[config.mk]
export PLATFORM = sky130hd
export DESIGN_NAME = bus_mux_reg
export DESIGN_NICKNAME = d
export VERILOG_FILES = /design/src/rtl/cpu_bus_pkg.sv /design/src/rtl/bus_prio_encoder.sv /design/src/rtl/bus_mux_reg.sv
export SDC_FILE = /design/constraint.sdc
export NUM_CORES = 1
export LEC_CHECK = 0
export CAP_MARGIN = 0
export CORE_AREA = 2 2 324 326
export DETAILED_ROUTE_END_ITERATION = 10
export DIE_AREA = 0 0 326 328
export SLEW_MARGIN = 5
export SYNTH_ARGS = -nofsm -noshare
export SYNTH_HDL_FRONTEND = slang
export SYNTH_SLANG_ARGS = --single-unit
export TNS_END_PERCENT = 30
[constraint.sdc]
create_clock -name clock -period 2 [get_ports clock]
set_input_delay 0.6 -clock clock [delete_from_list [all_inputs] [get_ports clock]]
set_output_delay 0.6 -clock clock [all_outputs]
set_load 0.1 [all_outputs]
[src/rtl/cpu_bus_pkg.sv]
// Shared CPU bus constants: source indices, default widths and a clog2 helper.
package cpu_bus_pkg;

    localparam int unsigned BUS_W = 32;
    localparam int unsigned BUS_N = 24;

    localparam int unsigned SRC_R0     = 0;
    localparam int unsigned SRC_R1     = 1;
    localparam int unsigned SRC_R2     = 2;
    localparam int unsigned SRC_R3     = 3;
    localparam int unsigned SRC_R4     = 4;
    localparam int unsigned SRC_R5     = 5;
    localparam int unsigned SRC_R6     = 6;
    localparam int unsigned SRC_R7     = 7;
    localparam int unsigned SRC_R8     = 8;
    localparam int unsigned SRC_R9     = 9;
    localparam int unsigned SRC_R10    = 10;
    localparam int unsigned SRC_R11    = 11;
    localparam int unsigned SRC_R12    = 12;
    localparam int unsigned SRC_R13    = 13;
    localparam int unsigned SRC_R14    = 14;
    localparam int unsigned SRC_R15    = 15;
    localparam int unsigned SRC_HI     = 16;
    localparam int unsigned SRC_LO     = 17;
    localparam int unsigned SRC_ZHI    = 18;
    localparam int unsigned SRC_ZLO    = 19;
    localparam int unsigned SRC_PC     = 20;
    localparam int unsigned SRC_MDR    = 21;
    localparam int unsigned SRC_INPORT = 22;
    localparam int unsigned SRC_C      = 23;

    // Ceiling log2; clog2(1) = 0.
    function automatic int unsigned clog2(input int unsigned v);
        int unsigned r;
        r = 0;
        if (v > 1) begin
            for (int unsigned i = 0; i < 32; i++) begin
                if (((v - 1) >> i) != 0) r = i + 1;
            end
        end
        return r;
    endfunction

endpackage

[src/rtl/bus_prio_encoder.sv]
// Lowest-index-wins priority encoder over the source-enable strobes.
module bus_prio_encoder
    import cpu_bus_pkg::*;
#(
    parameter int unsigned N = BUS_N,
    localparam int unsigned SELW = (clog2(N) > 0) ? clog2(N) : 1
) (
    input  logic [N-1:0]    src_out,
    output logic            any,
    output logic [SELW-1:0] win,
    output logic            multi
);

    // Scan from the top down so the lowest set index is the last assignment.
    always_comb begin
        win = '0;
        for (int i = int'(N) - 1; i >= 0; i--) begin
            if (src_out[i]) win = SELW'(i);
        end
        any   = |src_out;
        // More than one bit set iff clearing the lowest set bit leaves something.
        multi = |(src_out & (src_out - N'(1)));
    end

endmodule

[src/rtl/bus_mux_reg.sv]
// Registered CPU bus multiplexer with selected index and conflict tracking.
module bus_mux_reg
    import cpu_bus_pkg::*;
#(
    parameter int unsigned N         = BUS_N,
    parameter int unsigned W         = BUS_W,
    parameter bit          HOLD_IDLE = 1'b1,
    parameter int unsigned CNTW      = 8,
    localparam int unsigned SELW     = (clog2(N) > 0) ? clog2(N) : 1
) (
    input  logic            clock,
    input  logic            clear,
    input  logic [N-1:0]    src_out,
    input  logic [N*W-1:0]  src_data,
    input  logic            err_clr,
    output logic [W-1:0]    bus_out,
    output logic            bus_valid,
    output logic [SELW-1:0] bus_sel,
    output logic            conflict,
    output logic            conflict_sticky,
    output logic [CNTW-1:0] conflict_cnt
);

    localparam logic [CNTW-1:0] CNT_MAX = '1;

    logic            any;
    logic [SELW-1:0] win;
    logic            multi;
    logic [W-1:0]    sel_data;
    logic [CNTW-1:0] cnt_base;
    logic [CNTW-1:0] cnt_next;

    bus_prio_encoder #(.N(N)) u_enc (
        .src_out (src_out),
        .any     (any),
        .win     (win),
        .multi   (multi)
    );

    // Pick the winning source word; other sources never reach the output.
    always_comb begin
        sel_data = '0;
        for (int unsigned i = 0; i < N; i++) begin
            if (win == SELW'(i)) sel_data = src_data[i*W +: W];
        end
    end

    // Clear first, then apply a same-cycle conflict with saturation.
    always_comb begin
        cnt_base = err_clr ? '0 : conflict_cnt;
        cnt_next = cnt_base;
        if (multi && (cnt_base != CNT_MAX)) cnt_next = cnt_base + CNTW'(1);
    end

    // Bus data, index and valid registers with the idle policy.
    always_ff @(posedge clock or negedge clear) begin
        if (!clear) begin
            bus_out   <= '0;
            bus_sel   <= '0;
            bus_valid <= 1'b0;
        end else if (any) begin
            bus_out   <= sel_data;
            bus_sel   <= win;
            bus_valid <= 1'b1;
        end else begin
            bus_valid <= 1'b0;
            if (!HOLD_IDLE) begin
                bus_out <= '0;
                bus_sel <= '0;
            end
        end
    end

    // Conflict pulse, sticky flag and saturating counter.
    always_ff @(posedge clock or negedge clear) begin
        if (!clear) begin
            conflict        <= 1'b0;
            conflict_sticky <= 1'b0;
            conflict_cnt    <= '0;
        end else begin
            conflict     <= multi;
            conflict_cnt <= cnt_next;
            if (multi)        conflict_sticky <= 1'b1;
            else if (err_clr) conflict_sticky <= 1'b0;
        end
    end

endmodule

==> results.json, run 1 <==
{
  "portBuffers": 842,
  "power_frac_comb_pct": 71.0,
  "utilization_pct": 26.0,
  "crit_family": "compound AO/OA/AOI/OAI gates",
  "fill_cells": 11200,
  "totalWireLength_mm": 127,
  "ys_ff_latch": 48,
  "maxCapViolCount": 0,
  "cts_tree": "done",
  "synthCells": 1309,
  "cts_made_buffers": 5,
  "grt_max_degree": 49,
  "synth_warnings": 0,
  "p_switching_uw": 3500,
  "startpoint_type": "input pin",
  "dp_hpwl_mm": 110,
  "crit_top_cell": "buf_4",
  "setup_slack_ns": -1.26,
  "grt_antenna_before_repair": 80,
  "ant_nets": 0,
  "min_period_over_period_pct": 163,
  "core_um2": 103000,
  "muxShareOfSynthArea_pct": 9.67,
  "skew_ns": 0.00216,
  "synthFlopType": "dfrtp_1",
  "violations": "negative setup slack",
  "fin_crit_ns": 3.26,
  "worstSetupPathType": "input pin to flop",
  "layout.nets": 3398,
  "clk_path_buf_depth": 2,
  "synth_area_per_cell_um2": 6.83,
  "synth_area_um2": 8940,
  "pwr-share-clk_pct": 13.5,
  "cts_hold_buf": 0,
  "ys_types": 89,
  "power_density_nw_per_um2": 302,
  "multi_input_area_um2": 9290,
  "clkTransAtPathRegs_ns": 0.09,
  "dpl_worst_slack_ns": -3.00,
  "status": "finished with violations",
  "synth_edf_count": 0,
  "rsz0062_at_grt": "true",
  "swShare_pct": 43.3,
  "p_seq_share_pct": 15.5,
  "htreeDepth": 2,
  "track_usage_pct": 22.8,
  "synthSimpleGateAreaFrac_pct": 30.0,
  "drive_above_1_share_pct": 37.1,
  "die-height_um": 328,
  "crit_path_top_delay_cell": "a221oi_4",
  "dieArea_um2": 107000,
  "grt_pass1_vias": 17800,
  "cts-root-buf": "clkbuf_16",
  "fp.dieW_um": 326,
  "seq_area_frac_synth_pct": 13.4,
  "hold_violations": 0,
  "vias": 17300,
  "clock-sinks": 48,
  "wl_per_cell_um": 31.8,
  "slew_headroom_pct": 62.3,
  "rows": 118,
  "cp_cell_sequence": "buf_2 > buf_4 > nor4_4 > o31a_4 > buf_4 > o21ai_4 > buf_6 > buf_6 > a21oi_4 > buf_4 > buf_4 > nand3_1 > nor4b_1 > buf_4 > a221oi_4 > o21ai_1",
  "tightest_slew_ns": 0.560,
  "cp_max_fo": 7,
  "area_growth_pct": 200,
  "cp-end-kind": "flop",
  "finalSetupViolCount": 45,
  "slowest_delay_ns": 0.47,
  "viasPerCell": 4.31,
  "synthArstFlopShare_pct": 100,
  "synth_top_family_by_area": "compound AO/OA/AOI/OAI gates",
  "p_leak_uw": 0.0103,
  "synth-adder-area-share_pct": 0.476,
  "hold_class": "input pin to async pin",
  "vdd_drop_max_mv": 0.330,
  "critPathBufInv": 8,
  "synth_xor_xnor_area_share_pct": 0.490,
  "routabilityCongestion": 0.963,
  "start_util_pct": 8.66,
  "seq_area_um2": 1200,
  "drt_first_pass_iters": 7,
  "syn_nets": 2105,
  "cp.required_ns": 2.22,
  "worstPathArrival_ns": 3.48,
  "clk_latency_ns": 0.34,
  "max_freq_mhz": 307,
  "setup_tns_ns": -43.77,
  "grt_pass1_wl_mm": 164,
  "drc": 0,
  "ios": 843,
  "final_max_slew_viol_count": 0,
  "synth-compound-area-share_pct": 39.6,
  "grt-ovfl-total": 0,
  "drtIter0Drc": 1311,
  "intPower_uw": 4590
}
power by group through the flow:
stage	sequential (uW)	clock, uW	combinational (uW)
global placement	1270	0	4980
detailed placement	1270	0	4970
finish	1250	1090	5750
floorplan	1950	0	922
CTS	1260	1150	5600
global route	1270	1160	5970
sequential cells by signal, indices dropped and copies added, names as in the netlist:
signal and flops:
conflict_sticky 1, bus_sel 5, bus_valid 1, conflict 1, bus_out 32, conflict_cnt 8
kinds of logic (layout without fill, tap and decap cells):
| group | Yosys count | in the layout |
|---|---|---|
| compound gates | 498 | 498 |
| xor+xnor | 5 | 5 |
| fa+ha+maj | 4 | 4 |
| buf+inv | 114 | 1408 |
| flops | 48 | 48 |
| mux | 80 | 80 |
| other cells | 0 | 30 |
| simple gates | 560 | 560 |
synthesized netlist by cell type, drive strengths merged, types with 24 or more instances:
| cell type | instances | area share (%) |
|---|---|---|
| nand2 | 269 | 11 |
| nor2 | 115 | 5.1 |
| o21ai | 111 | 6.3 |
| a21oi | 93 | 5.2 |
| a221oi | 71 | 7.2 |
| buf | 66 | 4.3 |
| mux2 | 51 | 6.4 |
| nand3 | 50 | 3.1 |
| dfrtp | 48 | 13 |
| clkbuf | 42 | 1.8 |
| o22ai | 41 | 2.9 |
| nor3 | 31 | 2.5 |
| mux2i | 29 | 3.2 |
| o221ai | 27 | 2.8 |
| nor4 | 25 | 2.5 |
| a2111oi | 24 | 2.7 |
metal layers:
| layer | wire, um | global-route usage, % | part of all wire [%] | up-vias |
|---|---|---|---|---|
| li1 | - | - | - | 7747 |
| met1 | 54700 | 29.3 | 43 | 8489 |
| met2 | 60100 | 38.2 | 47 | 867 |
| met3 | 9920 | 5.83 | 7.8 | 159 |
| met4 | 2450 | 4.67 | 1.9 | 42 |
| met5 | 270 | 0 | 0.21 | - |
area by class of cell:
cell class	count	share of cell area (%)
Timing Repair Buffer	1394	53.4
Multi-Input combinational cell	1147	34.7
Tap cell	1380	6.45
Sequential cell	48	4.48
Clock buffer	6	0.518
Antenna cell	30	0.280
Inverter	6	0.0841
Clock inverter	2	0.0561
placed cells by master (no fill, tap or decap), types with 13 or more instances in the layout:
cell / n
nor2_1: 93
a221oi_1: 23
o21ai_1: 40
o21ai_0: 43
mux2_2: 32
a222oi_1: 16
a221oi_2: 22
a2111oi_4: 13
o21ai_2: 19
dfrtp_1: 48
clkdlybuf4s50_1: 769
o211ai_1: 17
nand3_1: 44
a221oi_4: 26
mux2_4: 17
mux2i_1: 26
buf_6: 72
nand2_1: 249
buf_12: 108
diode_2: 30
a21oi_2: 17
buf_4: 401
and3_1: 14
nor3_1: 20
a21oi_1: 67
o22ai_1: 35
worst reg2reg max path, delay by kind of cell, from the launching register on:
kind / cells / cell delay (ns)
and+or+nand+nor: 5 / 0.72
DFF: 1 / 0.43
muxes: 1 / 0.34
adders and majority gates: 1 / 0.19
final timing paths:
check / start / end / slack (ns) / depth (start not counted)
max reg2reg: conflict_cnt[1] / conflict_cnt[5] / 0.20 / 7
min: clear / bus_sel[0] / 0.26 / 2
min in group clock: bus_sel[1] / bus_sel[1] / 0.55 / 2
max in group asynchronous: clear / bus_sel[2] / 1.40 / 2
max: src_out[15] / bus_out[10] / -1.26 / 16
min reg2reg: bus_sel[1] / bus_sel[1] / 0.55 / 2
metrics by stage:
step	area [um^2]	hold WS, ns	cells	power, uW
after floorplan	9100	0.304	1309	2870
after global placement	23000	0.524	3859	6250
after detailed placement	23000	0.535	3859	6250
after CTS	25900	0.266	3953	8000
after global routing	26700	0.289	3998	8400
final	26800	0.263	4013	8090
timing repair:
| action | 4_1_cts | 5_1_grt |
|---|---|---|
| endpoints found under the hold margin | 0 | 0 |
| pin swaps | 93 | 70 |
| gates cloned | 6 | 0 |
| resized for setup | 449 | 128 |
| buffers inserted | 82 | 31 |
| endpoints found under the setup margin | 48 | 46 |
(Power assumes the default switching activity.)
==> run 2, diff against run 1 <==
- CELL_PAD_IN_SITES_DETAIL_PLACEMENT: default -> 1
- CELL_PAD_IN_SITES_GLOBAL_PLACEMENT: default -> 1
- CORE_AREA: 2 2 324 326 -> 2 2 323 325
- DIE_AREA: 0 0 326 328 -> 0 0 325 327
- MAX_ROUTING_LAYER: default -> met4
- PLACE_DENSITY_LB_ADDON: default -> 0.1
- SLEW_MARGIN: 5 -> default
==> run 2 against run 1 <==
The run still ends with negative setup slack left. Global-route usage is 0.093 points higher. Cell area is 2.3% lower. Register-to-register slack hardly changed. Worst setup slack worse by 0.039 ns. Via count is 4.5% lower. Critical endpoint is now bus_out[31]. Largest cell class unchanged.
==> results.json, run 2 (synthesis results as in run 1) <==
{
  "max_freq_mhz": 303,
  "core_um2": 103000,
  "cts_tree": "done",
  "ant_nets": 0,
  "cts-root-buf": "clkbuf_16",
  "cts_made_buffers": 5,
  "ios": 843,
  "drive_above_1_share_pct": 35.5,
  "wl_per_cell_um": 31.3,
  "track_usage_pct": 22.9,
  "slew_headroom_pct": 58.2,
  "cp-end-kind": "flop",
  "routabilityCongestion": 0.894,
  "grt_pass1_wl_mm": 163,
  "total_power_uw": 8010,
  "top_register": "bus_out",
  "htreeDepth": 2,
  "viasPerCell": 4.18,
  "worstPathArrival_ns": 3.50,
  "grt_pass1_vias": 18100,
  "clkTransAtPathRegs_ns": 0.08,
  "hold_class": "input pin to async pin",
  "start_util_pct": 8.69,
  "cts_hold_buf": 0,
  "setup_tns_ns": -46.26,
  "p_leak_uw": 0.0100,
  "totalWireLength_mm": 124,
  "rsz0062_at_grt": "true",
  "status": "finished with violations",
  "skew_ns": 0.00365,
  "clk_path_buf_depth": 2,
  "dp_hpwl_mm": 108,
  "maxCapViolCount": 0,
  "worstSetupPathType": "input pin to flop",
  "fp.dieW_um": 325,
  "cp.required_ns": 2.20,
  "drtIter0Drc": 996,
  "final_max_slew_viol_count": 0,
  "grt_antenna_before_repair": 26,
  "reg_top3": "bus_out: 32 flops, conflict_cnt: 8 flops, bus_sel: 5 flops",
  "area_growth_pct": 193,
  "startpoint_type": "input pin",
  "tightest_slew_ns": 0.617,
  "setup_slack_ns": -1.30,
  "fill_cells": 11900,
  "grt_max_degree": 28,
  "grt-ovfl-total": 0,
  "largest_reg_flops": 32,
  "die-height_um": 327,
  "drt_first_pass_iters": 8,
  "layout.nets": 3346,
  "min_period_over_period_pct": 165,
  "power_density_nw_per_um2": 306,
  "cp_max_fo": 7,
  "finalSetupViolCount": 46,
  "vdd_drop_max_mv": 0.270,
  "layout_common_cells": "769 x clkdlybuf4s50_1, 367 x buf_4, 251 x nand2_1",
  "portBuffers": 842,
  "rows": 118,
  "violations": "negative setup slack",
  "fin_crit_ns": 3.30,
  "drc": 0,
  "hold_violations": 0,
  "clock-sinks": 48,
  "final_common_cell": "clkdlybuf4s50_1",
  "vias": 16500,
  "dieArea_um2": 106000,
  "clk_latency_ns": 0.31
}
## run 2: cell count changes in the layout (fill, tap and decap cells not counted), moves of 4 or more
| cell | change |
|---|---|
| buf_4 | -34 |
| buf_6 | -20 |
| diode_2 | -11 |
| o21ai_0 | +8 |
| buf_12 | +6 |
| o21ai_1 | -6 |
| mux2_2 | +4 |
| nand2_2 | -4 |
## run 2: per-stage QoR
step	worst slack [ns]	cell area [um^2]	utilization [%]	cells	hold slack (ns)
after detailed placement	-2.70	23200	22.5	3850	0.540
after global placement	-3.24	23100	22.5	3849	0.526
final	-1.30	26200	25.4	3950	0.212
after floorplan	-0.894	9100	-	1309	0.304
after CTS	-1.34	25400	24.7	3917	0.220
after global routing	-1.36	26200	25.4	3946	0.222
## run 2: worst max-delay path, cell delays in order
cell	delay (ns)
buf_6	0.10
buf_6	0.11
or4_4	0.57
o221ai_4	0.26
nand2_8	0.09
buf_12	0.17
buf_4	0.19
buf_4	0.17
nand2_1	0.07
a21oi_1	0.09
buf_4	0.16
a2111oi_4	0.33
buf_6	0.19
o2111ai_4	0.17
and3_1	0.21
## run 2: power by group
part | switching [uW] | internal [uW]
registers | 151 | 1080
clock network | 500 | 599
logic | 2740 | 2940
## run 2: routing by layer
metal	part of all wire (%)	vias to the layer above	wire, um	GRT usage (%)
met5	0	-	0	-
met2	50	553	62300	40.0
met3	4.2	27	5170	3.14
met4	0.54	0	665	1.75
li1	-	7627	-	-
met1	45	8314	55300	28.9
## run 2: worst paths after layout
kind | cells past startpoint | slack [ns] | startpoint | to
min in group clock | 2 | 0.54 | bus_sel[0] | bus_sel[0]
max in group asynchronous | 2 | 1.28 | clear | bus_out[7]
max reg2reg | 7 | 0.19 | conflict_cnt[0] | conflict_cnt[5]
min reg2reg | 2 | 0.54 | bus_sel[0] | bus_sel[0]
min | 1 | 0.21 | clear | bus_out[28]
max | 15 | -1.30 | src_out[13] | bus_out[31]
## run 2: final cells by class
cell class	count	area, um^2	share of cell area [%]
repair buffers	1342	13800	52.8
clock inverters	3	46.3	0.177
multi-input cells	1147	9180	35.1
flip-flops and latches	48	1200	4.59
clock buffers	5	125	0.478
diodes	19	47.5	0.182
well taps	1380	1730	6.60
inverters	6	22.5	0.0861
## run 2: what timing repair did
| action | in CTS | in global routing |
|---|---|---|
| resized for setup | 383 | 127 |
| endpoints found under the setup margin | 48 | 46 |
| gates cloned | 5 | 1 |
| pin swaps | 77 | 63 |
| setup buffers | 57 | 13 |
